<file path="src/rtl/calc_pkg.sv">
// Shared types and constants for the calculator core and its divider.
// Latency: n/a (types, constants and one combinational helper only).
// Backpressure: n/a.
package calc_pkg;

    typedef enum logic [2:0] {
        OP_NONE = 3'd0,
        OP_ADD  = 3'd1,
        OP_SUB  = 3'd2,
        OP_MUL  = 3'd3,
        OP_DIV  = 3'd4
    } opcode_e;

    typedef enum logic [2:0] {
        ST_OFF,
        ST_ENTRY_A,
        ST_ENTRY_B,
        ST_EXEC,
        ST_SHOW,
        ST_ERR
    } state_e;

    localparam logic [3:0] BCD_MAX = 4'd9;

    // Keypad codes outside ADD..DIV are treated as no key press.
    function automatic logic op_valid(input logic [2:0] code);
        return (code >= 3'd1) && (code <= 3'd4);
    endfunction

endpackage

</file>
<file path="src/rtl/calculator_core_if.sv">
// Keypad-to-core-to-display bundle: pulse keys in, signed display value and status flags out.
// Latency: wires only, no storage.
// Backpressure: none; keys are single-cycle pulses and the core drops what it cannot use (busy).
// master = keypad/display side, slave = calculator_core.
interface calculator_core_if #(
    parameter int WIDTH = 32
);
    logic             pwr;
    logic             clr;
    logic             digit_vld;
    logic [3:0]       digit;
    logic             neg;
    logic             op_vld;
    logic [2:0]       opcode;
    logic             eq_vld;
    logic [WIDTH-1:0] display;
    logic             busy;
    logic             err;
    logic             ovf;

    modport master (
        output pwr, clr, digit_vld, digit, neg, op_vld, opcode, eq_vld,
        input  display, busy, err, ovf
    );

    modport slave (
        input  pwr, clr, digit_vld, digit, neg, op_vld, opcode, eq_vld,
        output display, busy, err, ovf
    );
endinterface

</file>
<file path="src/rtl/calc_divider.sv">
// Restoring unsigned divider, one quotient bit per cycle.
// Latency: done_o pulses WIDTH cycles after start_i; the first step runs in the start cycle.
// Backpressure: none; abort_i returns it to idle immediately, start_i restarts it at any time.
// Ports: start_i/abort_i control, dividend_i/divisor_i sampled on start_i, quot_o valid with done_o.
module calc_divider #(
    parameter int WIDTH = 32
) (
    input  logic             clk,
    input  logic             rst_n,
    input  logic             start_i,
    input  logic             abort_i,
    input  logic [WIDTH-1:0] dividend_i,
    input  logic [WIDTH-1:0] divisor_i,
    output logic [WIDTH-1:0] quot_o,
    output logic             done_o
);
    localparam int CW = $clog2(WIDTH + 1);

    logic [WIDTH-1:0] rem_q, quo_q, dvs_q;
    logic [WIDTH-1:0] rem_src, quo_src, dvs_src, rem_nxt, quo_nxt;
    logic [WIDTH:0]   rem_sh, rem_sub;
    logic             ge;
    logic [CW-1:0]    cnt_q;
    logic             run_q, done_q;

    always_comb begin
        // On start the first step works straight from the inputs.
        rem_src = start_i ? '0         : rem_q;
        quo_src = start_i ? dividend_i : quo_q;
        dvs_src = start_i ? divisor_i  : dvs_q;
        rem_sh  = {rem_src, quo_src[WIDTH-1]};
        rem_sub = rem_sh - {1'b0, dvs_src};
        // No borrow out of the extra top bit means rem_sh >= divisor.
        ge      = ~rem_sub[WIDTH];
        rem_nxt = ge ? rem_sub[WIDTH-1:0] : rem_sh[WIDTH-1:0];
        quo_nxt = {quo_src[WIDTH-2:0], ge};
    end

    always_ff @(posedge clk or negedge rst_n) begin
        if (!rst_n) begin
            rem_q  <= '0;
            quo_q  <= '0;
            dvs_q  <= '0;
            cnt_q  <= '0;
            run_q  <= 1'b0;
            done_q <= 1'b0;
        end else if (abort_i) begin
            run_q  <= 1'b0;
            done_q <= 1'b0;
        end else if (start_i) begin
            rem_q  <= rem_nxt;
            quo_q  <= quo_nxt;
            dvs_q  <= divisor_i;
            cnt_q  <= CW'(1);
            run_q  <= (WIDTH > 1);
            done_q <= (WIDTH == 1);
        end else if (run_q) begin
            rem_q <= rem_nxt;
            quo_q <= quo_nxt;
            cnt_q <= cnt_q + CW'(1);
            if (cnt_q == CW'(WIDTH - 1)) begin
                run_q  <= 1'b0;
                done_q <= 1'b1;
            end else begin
                done_q <= 1'b0;
            end
        end else begin
            done_q <= 1'b0;
        end
    end

    assign quot_o = quo_q;
    assign done_o = done_q & ~abort_i;
endmodule

</file>
<file path="src/rtl/calculator_core.sv">
// Keypad calculator: decimal entry, sign toggle, chained ADD/SUB/MUL/DIV with saturation and div-by-zero error.
// Latency: eq_vld -> display 2 cycles (ADD/SUB/MUL), WIDTH+2 cycles (DIV).
// Backpressure: none; keys other than clr/pwr arriving while busy are dropped.
// Ports: clk, rst_n (async, active-low); bus = calculator_core_if.slave (keys in, display/busy/err/ovf out).
module calculator_core
    import calc_pkg::*;
#(
    parameter int WIDTH      = 32,
    parameter int MAX_DIGITS = 9
) (
    input  logic             clk,
    input  logic             rst_n,
    calculator_core_if.slave bus
);
    localparam int               NW    = $clog2(MAX_DIGITS + 1);
    localparam logic [NW-1:0]    NDMAX = NW'(MAX_DIGITS);
    localparam logic [WIDTH-1:0] SMAX  = {1'b0, {(WIDTH-1){1'b1}}};
    localparam logic [WIDTH-1:0] SMIN  = {1'b1, {(WIDTH-1){1'b0}}};

    state_e           state_q, state_d;
    opcode_e          op_q, op_d, nop_q, nop_d;
    logic             chain_q, chain_d, dstart_q, dstart_d, eneg_q, eneg_d;
    logic             err_q, err_d, ovf_q, ovf_d;
    logic [WIDTH-1:0] a_q, a_d, mag_q, mag_d, disp_q, disp_d;
    logic [NW-1:0]    ndig_q, ndig_d;

    logic                    div_start, div_abort, div_done, dneg, fits, sat_ovf;
    logic [WIDTH-1:0]        b_val, a_mag, quot, sat_val, mag_app, neg_a, dig_ext;
    logic signed [2*WIDTH-1:0] a_w, b_w, q_w, res_w;

    function automatic logic [WIDTH-1:0] apply_sign(input logic [WIDTH-1:0] m, input logic n);
        return n ? -m : m;
    endfunction

    calc_divider #(.WIDTH(WIDTH)) u_div (
        .clk        (clk),
        .rst_n      (rst_n),
        .start_i    (div_start),
        .abort_i    (div_abort),
        .dividend_i (a_mag),
        .divisor_i  (mag_q),
        .quot_o     (quot),
        .done_o     (div_done)
    );

    // Datapath: b is the current entry; everything is evaluated at double width then saturated.
    always_comb begin
        b_val   = apply_sign(mag_q, eneg_q);
        a_mag   = apply_sign(a_q, a_q[WIDTH-1]);
        dneg    = a_q[WIDTH-1] ^ eneg_q;
        a_w     = $signed({{WIDTH{a_q[WIDTH-1]}}, a_q});
        b_w     = $signed({{WIDTH{b_val[WIDTH-1]}}, b_val});
        q_w     = $signed({{WIDTH{1'b0}}, quot});
        case (op_q)
            OP_ADD:  res_w = a_w + b_w;
            OP_SUB:  res_w = a_w - b_w;
            OP_MUL:  res_w = a_w * b_w;
            OP_DIV:  res_w = dneg ? -q_w : q_w;
            default: res_w = a_w;
        endcase
        fits    = (res_w[2*WIDTH-1:WIDTH-1] == {(WIDTH+1){res_w[WIDTH-1]}});
        sat_ovf = ~fits;
        sat_val = fits ? res_w[WIDTH-1:0] : (res_w[2*WIDTH-1] ? SMIN : SMAX);
        dig_ext = {{(WIDTH-4){1'b0}}, bus.digit};
        mag_app = (mag_q << 3) + (mag_q << 1) + dig_ext;
        neg_a   = (a_q == SMIN) ? SMAX : -a_q;
    end

    always_comb begin
        state_d   = state_q;
        a_d       = a_q;
        op_d      = op_q;
        nop_d     = nop_q;
        chain_d   = chain_q;
        dstart_d  = dstart_q;
        mag_d     = mag_q;
        eneg_d    = eneg_q;
        ndig_d    = ndig_q;
        disp_d    = disp_q;
        err_d     = err_q;
        ovf_d     = ovf_q;
        div_start = 1'b0;
        div_abort = 1'b0;
        if (!bus.pwr || (bus.clr && state_q != ST_OFF)) begin
            state_d   = bus.pwr ? ST_ENTRY_A : ST_OFF;
            a_d       = '0;
            op_d      = OP_NONE;
            nop_d     = OP_NONE;
            chain_d   = 1'b0;
            dstart_d  = 1'b0;
            mag_d     = '0;
            eneg_d    = 1'b0;
            ndig_d    = '0;
            disp_d    = '0;
            err_d     = 1'b0;
            ovf_d     = 1'b0;
            div_abort = 1'b1;
        end else begin
            case (state_q)
                ST_OFF: state_d = ST_ENTRY_A;
                ST_EXEC: begin
                    if (op_q == OP_DIV && mag_q == '0) begin
                        state_d = ST_ERR;
                        err_d   = 1'b1;
                        disp_d  = '0;
                        chain_d = 1'b0;
                    end else if (op_q == OP_DIV && !dstart_q) begin
                        div_start = 1'b1;
                        dstart_d  = 1'b1;
                    end else if (op_q != OP_DIV || div_done) begin
                        // Result becomes the new a; a pending chained op goes straight back to entry.
                        a_d      = sat_val;
                        disp_d   = sat_val;
                        ovf_d    = sat_ovf;
                        dstart_d = 1'b0;
                        mag_d    = '0;
                        eneg_d   = 1'b0;
                        ndig_d   = '0;
                        if (chain_q) begin
                            op_d    = nop_q;
                            chain_d = 1'b0;
                            state_d = ST_ENTRY_B;
                        end else begin
                            state_d = ST_SHOW;
                        end
                    end
                end
                ST_ENTRY_A, ST_ENTRY_B, ST_SHOW: begin
                    if (bus.eq_vld) begin
                        if (state_q == ST_ENTRY_B) begin
                            state_d = ST_EXEC;
                            chain_d = 1'b0;
                        end
                    end else if (bus.op_vld) begin
                        if (op_valid(bus.opcode)) begin
                            if (state_q == ST_ENTRY_A) begin
                                a_d     = b_val;
                                disp_d  = b_val;
                                op_d    = opcode_e'(bus.opcode);
                                mag_d   = '0;
                                eneg_d  = 1'b0;
                                ndig_d  = '0;
                                state_d = ST_ENTRY_B;
                            end else if (state_q == ST_SHOW || ndig_q == '0) begin
                                op_d    = opcode_e'(bus.opcode);
                                state_d = ST_ENTRY_B;
                            end else begin
                                nop_d   = opcode_e'(bus.opcode);
                                chain_d = 1'b1;
                                state_d = ST_EXEC;
                            end
                        end
                    end else if (bus.neg) begin
                        if (state_q == ST_SHOW) begin
                            a_d    = neg_a;
                            disp_d = neg_a;
                            ovf_d  = ovf_q | (a_q == SMIN);
                        end else begin
                            eneg_d = ~eneg_q;
                            // In ENTRY_B the display keeps showing a until a digit arrives.
                            if (state_q == ST_ENTRY_A || ndig_q != '0)
                                disp_d = apply_sign(mag_q, ~eneg_q);
                        end
                    end else if (bus.digit_vld && bus.digit <= BCD_MAX) begin
                        ovf_d = 1'b0;
                        if (state_q == ST_SHOW) begin
                            a_d     = '0;
                            mag_d   = dig_ext;
                            eneg_d  = 1'b0;
                            ndig_d  = NW'(1);
                            disp_d  = dig_ext;
                            state_d = ST_ENTRY_A;
                        end else if (ndig_q < NDMAX) begin
                            mag_d  = mag_app;
                            ndig_d = ndig_q + NW'(1);
                            disp_d = apply_sign(mag_app, eneg_q);
                        end
                    end
                end
                ST_ERR: ;
                default: state_d = ST_OFF;
            endcase
        end
    end

    always_ff @(posedge clk or negedge rst_n) begin
        if (!rst_n) begin
            state_q  <= ST_OFF;
            a_q      <= '0;
            op_q     <= OP_NONE;
            nop_q    <= OP_NONE;
            chain_q  <= 1'b0;
            dstart_q <= 1'b0;
            mag_q    <= '0;
            eneg_q   <= 1'b0;
            ndig_q   <= '0;
            disp_q   <= '0;
            err_q    <= 1'b0;
            ovf_q    <= 1'b0;
        end else begin
            state_q  <= state_d;
            a_q      <= a_d;
            op_q     <= op_d;
            nop_q    <= nop_d;
            chain_q  <= chain_d;
            dstart_q <= dstart_d;
            mag_q    <= mag_d;
            eneg_q   <= eneg_d;
            ndig_q   <= ndig_d;
            disp_q   <= disp_d;
            err_q    <= err_d;
            ovf_q    <= ovf_d;
        end
    end

    assign bus.display = disp_q;
    assign bus.busy    = (state_q == ST_EXEC);
    assign bus.err     = err_q;
    assign bus.ovf     = ovf_q;
endmodule

</file>
<file path="src/flat_wrapper.sv">
// flat-port wrapper written by rule: the top's interface ports become plain ports
module calculator_core_flat import calc_pkg::*;
#(
    parameter int WIDTH      = 32,
    parameter int MAX_DIGITS = 9
)
  (clk, rst_n, bus_pwr, bus_clr, bus_digit_vld, bus_digit, bus_neg, bus_op_vld, bus_opcode, bus_eq_vld, bus_display, bus_busy, bus_err, bus_ovf);
  calculator_core_if #(.WIDTH(WIDTH)) bus_i ();
  input  logic clk;
  input  logic rst_n;
  input wire logic [$bits(bus_i.pwr)-1:0] bus_pwr;
  input wire logic [$bits(bus_i.clr)-1:0] bus_clr;
  input wire logic [$bits(bus_i.digit_vld)-1:0] bus_digit_vld;
  input wire logic [$bits(bus_i.digit)-1:0] bus_digit;
  input wire logic [$bits(bus_i.neg)-1:0] bus_neg;
  input wire logic [$bits(bus_i.op_vld)-1:0] bus_op_vld;
  input wire logic [$bits(bus_i.opcode)-1:0] bus_opcode;
  input wire logic [$bits(bus_i.eq_vld)-1:0] bus_eq_vld;
  output wire logic [$bits(bus_i.display)-1:0] bus_display;
  output wire logic [$bits(bus_i.busy)-1:0] bus_busy;
  output wire logic [$bits(bus_i.err)-1:0] bus_err;
  output wire logic [$bits(bus_i.ovf)-1:0] bus_ovf;
  assign bus_i.pwr = bus_pwr;
  assign bus_i.clr = bus_clr;
  assign bus_i.digit_vld = bus_digit_vld;
  assign bus_i.digit = bus_digit;
  assign bus_i.neg = bus_neg;
  assign bus_i.op_vld = bus_op_vld;
  assign bus_i.opcode = bus_opcode;
  assign bus_i.eq_vld = bus_eq_vld;
  assign bus_display = bus_i.display;
  assign bus_busy = bus_i.busy;
  assign bus_err = bus_i.err;
  assign bus_ovf = bus_i.ovf;
  calculator_core #(.WIDTH(WIDTH), .MAX_DIGITS(MAX_DIGITS)) u_core (.clk(clk), .rst_n(rst_n), .bus(bus_i));
endmodule
</file>
<file path="config.mk">
export PLATFORM = sky130hd
export DESIGN_NAME = calculator_core_flat
export DESIGN_NICKNAME = d
export VERILOG_FILES = /design/src/rtl/calc_pkg.sv /design/src/rtl/calculator_core_if.sv /design/src/rtl/calc_divider.sv /design/src/rtl/calculator_core.sv /design/src/flat_wrapper.sv
export SDC_FILE = /design/constraint.sdc
export NUM_CORES = 2
export LEC_CHECK = 0
export BUFFER_PORTS_ARGS = -buffer_cell sky130_fd_sc_hd__buf_2
export CAP_MARGIN = 30
export CORE_ASPECT_RATIO = 1.75
export CORE_MARGIN = 8
export CORE_UTILIZATION = 40
export DETAILED_ROUTE_END_ITERATION = 16
export PLACE_DENSITY = 0.58
export SLEW_MARGIN = 20
export SYNTH_ARGS = -nofsm -noshare
export SYNTH_HDL_FRONTEND = slang
export SYNTH_SLANG_ARGS = --single-unit
</file>
<file path="constraint.sdc">
create_clock -name clk -period 12.24 [get_ports clk]
set_input_delay 1.224 -clock clk [delete_from_list [all_inputs] [get_ports clk]]
set_output_delay 1.224 -clock clk [all_outputs]
set_load 0.05 [all_outputs]
</file>
==> key figures <==
Outcome
  – Status: completed

Pwr
  – Leakage: 30.99 nW
  – Power Dens Cells: 124.8 nW/µm²
  – Pwr Total: 8.128 mW
  – Worst IR Drop VDD: 0.6763 mV

Logic synthesis
  – Yosys top cell area share: 36.73%
  – Synth area leaders: fa_1, dfrtp_1, ha_1
  – Leading area contributor after synthesis: fa_1
  – Compound-Gate Fraction of Synth Area: 13.21%
  – Post-synthesis cell count: 7,074
  – Synth cell types: 95
  – XOR/XNOR share of the synthesized area: 4.287%
  – Mux cell area share after synthesis: 1.109%
  – Adder-cell area share of the yosys netlist: 44.21%
  – Prevailing post-synth register cell: dfrtp_1
  – Synthesized cell area: 59,240 µm²
  – Top cells by count, synth: inv_1, fa_1, nand2_1
  – Syn nets: 8,530
  – Yosys Warn Count: 0
  – Post-Synth Simple-Gate Area: 17.61%
  – Seq cells post-synth: 218
  – Main combinational cell family by area after synthesis: adder cells
  – Ys async rst share: 100.0%
  – Most frequent cell after synthesis: inv_1
  – Avg Inst Size Synth: 8.375 µm²
  – Seq/Total Area, Yosys: 9.208%
  – EDFF count, synth: 0

CTS
  – Clk sinks: 218
  – Clock insertion delay at the later pin of the skew report: 570 ps
  – CTS tree: built
  – Clock-pin transition on the worst setup and hold timing paths: 80 ps
  – CTS buffer count: 21
  – CTS H-tree lvls: 1
  – Max Buffers Root-to-Sink: 3
  – CTS root buf: clkbuf_16

Route
  – Wirelength per Cell: 24.78 µm
  – Antenna Nets Post-Route: 0
  – DR DRC count: 0
  – Drt total wl: 226,400 µm
  – Via-per-instance ratio: 5.665
  – Initial drt markers: 3,342
  – TritonRoute pass-1 iters: 6
  – Routed vias: 51,750

STA
  – Worst-Margin Slew: 1152 ps
  – Setup WS post-layout: 333.2 ps
  – Fmax achieved: 83.99 MHz
  – Clock Skew: 11.51 ps
  – Relative slew slack: 23.02%
  – Pins Over Slew Limit: 0
  – Tcrit/Tclk final: 97.28%
  – Final hold vios: 0
  – Post-route minimum period: 11,910 ps
  – Setup-failing EPs final: 0

Finish
  – FILL cells: 14,740
  – Ratio of cells with drive above 1 in the final layout: 9.596%
  – Syn-to-layout area delta: 9.914%
  – Final core utilization: 44.10%
  – Final design area excluding fillers: 65,120 µm²
  – Non-filler cells in the finished layout: 9,134
  – Register area: 5480 µm²
  – Multi-input logic area: 48,280 µm²
  – Nets: 8,590

Place
  – Placed instance area: 63,910 µm²
  – Routability cong.: 0.9968
  – PortBufs: 49
  – Placed Instances: 9,086
  – Final HPWL DP: 186,500 µm
  – Place WS: 13.55 ps

Global routing
  – Antenna violations before repair: 4
  – Pin count of the biggest net entering global routing: 71
  – First-pass GRT wire length: 342,500 µm
  – Number of global-route vias before repair: 56,250
  – Gr usage total: 27.89%
  – GR Overflow Total: 0

Floorplan
  – Core area: 147,600 µm²
  – Cell Rows: 187
  – Initial Utilization: 40.13%
  – Die ar.: 161,200 µm²
  – Die span in x: 306.9 µm
  – Top Ports: 50
  – Die height: 525.1 µm

Min path
  – Worst hold stages: 2
  – Worst hold path type: reg -> reg

Worst setup path
  – CP endpoint kind: flop
  – Worst Path Class, Setup: reg -> reg
  – Worst Reg-to-Reg Cells: 44
  – Worst path slowest cell: fa_1
  – Crit path max fanout: 14
  – WP data required: 12,690 ps
  – Arr. time, crit path: 12,360 ps
  – CP peak stage delay: 550 ps
  – CP Launch Type: flop
  – Most used cell, CP: fa_1

Job
  – MaxCap Viol Count: 0
[cell type report]
class                      count  area share, %
tap                         1984          3.812
clock buffer                  30         0.9358
inverter                    1171          6.756
timing repair buffer         480          5.672
multi-input combinational   5242          74.14
antenna                        1       0.003843
sequential                   218          8.416
clock inverter                 8         0.2652
[state kept, by name (all words and copies together) (netlist names), 4 cells and up]
name	count
u_core.u_div.dvs_q	32
u_core.ndig_q	4
u_core.bus.display	32
u_core.mag_q	32
u_core.a_q	32
u_core.u_div.cnt_q	6
u_core.u_div.quot_o	32
u_core.u_div.rem_q	32
[stage by stage]
stage                     hold WS [ps]  TNS [ps]
after CTS                        476.3         0
after floorplan                  438.7         0
after global routing             487.2    -240.2
after detailed placement         458.5         0
final                            470.2         0
after global placement           453.3         0
[cells in the final DEF, fill, tap and decap left out, drive strengths merged, types with 28 or more instances in the layout]
| cell type | Yosys | final |
|---|---|---|
| o22ai | 49 | 49 |
| nor3 | 91 | 91 |
| a31oi | 65 | 65 |
| or2 | 30 | 30 |
| nor2b | 61 | 61 |
| inv | 1169 | 1169 |
| o211ai | 45 | 45 |
| xnor2 | 198 | 198 |
| buf | 45 | 479 |
| ha | 354 | 354 |
| nand2 | 1023 | 1023 |
| nand3 | 50 | 50 |
| and2 | 371 | 371 |
| nor2 | 365 | 365 |
| o21bai | 28 | 28 |
| mux2i | 60 | 60 |
| a21o | 46 | 46 |
| xor2 | 92 | 92 |
| a211oi | 33 | 33 |
| a22oi | 40 | 40 |
| o21ai | 310 | 310 |
| a21oi | 314 | 314 |
| dfrtp | 218 | 218 |
| clkbuf | 398 | 31 |
| o31ai | 42 | 42 |
| nand2b | 46 | 46 |
| fa | 1087 | 1087 |
| or3 | 62 | 62 |
[logic make-up (layout without fill, tap and decap cells)]
kind of cell             count (synthesis)  after routing
AO/OA/AOI/OAI                         1217           1217
AND/OR/NAND/NOR                       2229           2229
adder cells (fa/ha/maj)               1441           1441
flip-flops                             218            218
buffers and inverters                 1614           1689
other                                    0              1
XOR/XNOR                               290            290
multiplexers                            65             65
[power by group]
| group | internal (mW) | switching [mW] |
|---|---|---|
| sequential | 0.865 | 0.446 |
| combinational | 2.19 | 3.84 |
| clock | 0.454 | 0.329 |
[final timing paths]
kind,slack (ps),start,end
setup / recovery,330,u_core.mag_q[1]$_DFFE_PN0P_,u_core.bus.display[12]$_DFFE_PN0P_
hold / removal,470,u_core.u_div.dvs_q[2]$_DFFE_PN0P_,u_core.u_div.dvs_q[2]$_DFFE_PN0P_
setup reg to reg,330,u_core.mag_q[1]$_DFFE_PN0P_,u_core.bus.display[12]$_DFFE_PN0P_
hold reg to reg,470,u_core.u_div.dvs_q[2]$_DFFE_PN0P_,u_core.u_div.dvs_q[2]$_DFFE_PN0P_
max in group asynchronous,9660,rst_n,u_core.a_q[3]$_DFFE_PN0P_
min in group asynchronous,620,rst_n,u_core.u_div.rem_q[23]$_DFFE_PN0P_
[worst max-delay path, delay by kind of cell, from the launching register on]
kind                     cells  cell delay (ps)
adder cells (fa/ha/maj)     10             4490
AO/OA/AOI/OAI               12             2630
AND/OR/NAND/NOR             10             2620
buffers and inverters       10             1260
flip-flops                   1              400
XOR/XNOR                     2              380
[per-layer routing]
layer | global-route usage [%] | wire [µm] | up-vias
met5 | 0 | 13 | -
met4 | 21.13 | 21310 | 2
met3 | 3.110 | 11650 | 813
met2 | 51.72 | 118300 | 2048
met1 | 28.33 | 75070 | 26310
li1 | - | - | 22570
[repair_timing]
action,in CTS,in global routing
hold buffers,0,0
gates cloned,0,2
gates resized for setup,1,73
pin swaps,0,7
endpoints found under the setup margin,8,63
setup buffers,0,6
No activity file was read; power rests on OpenSTA's default activity.
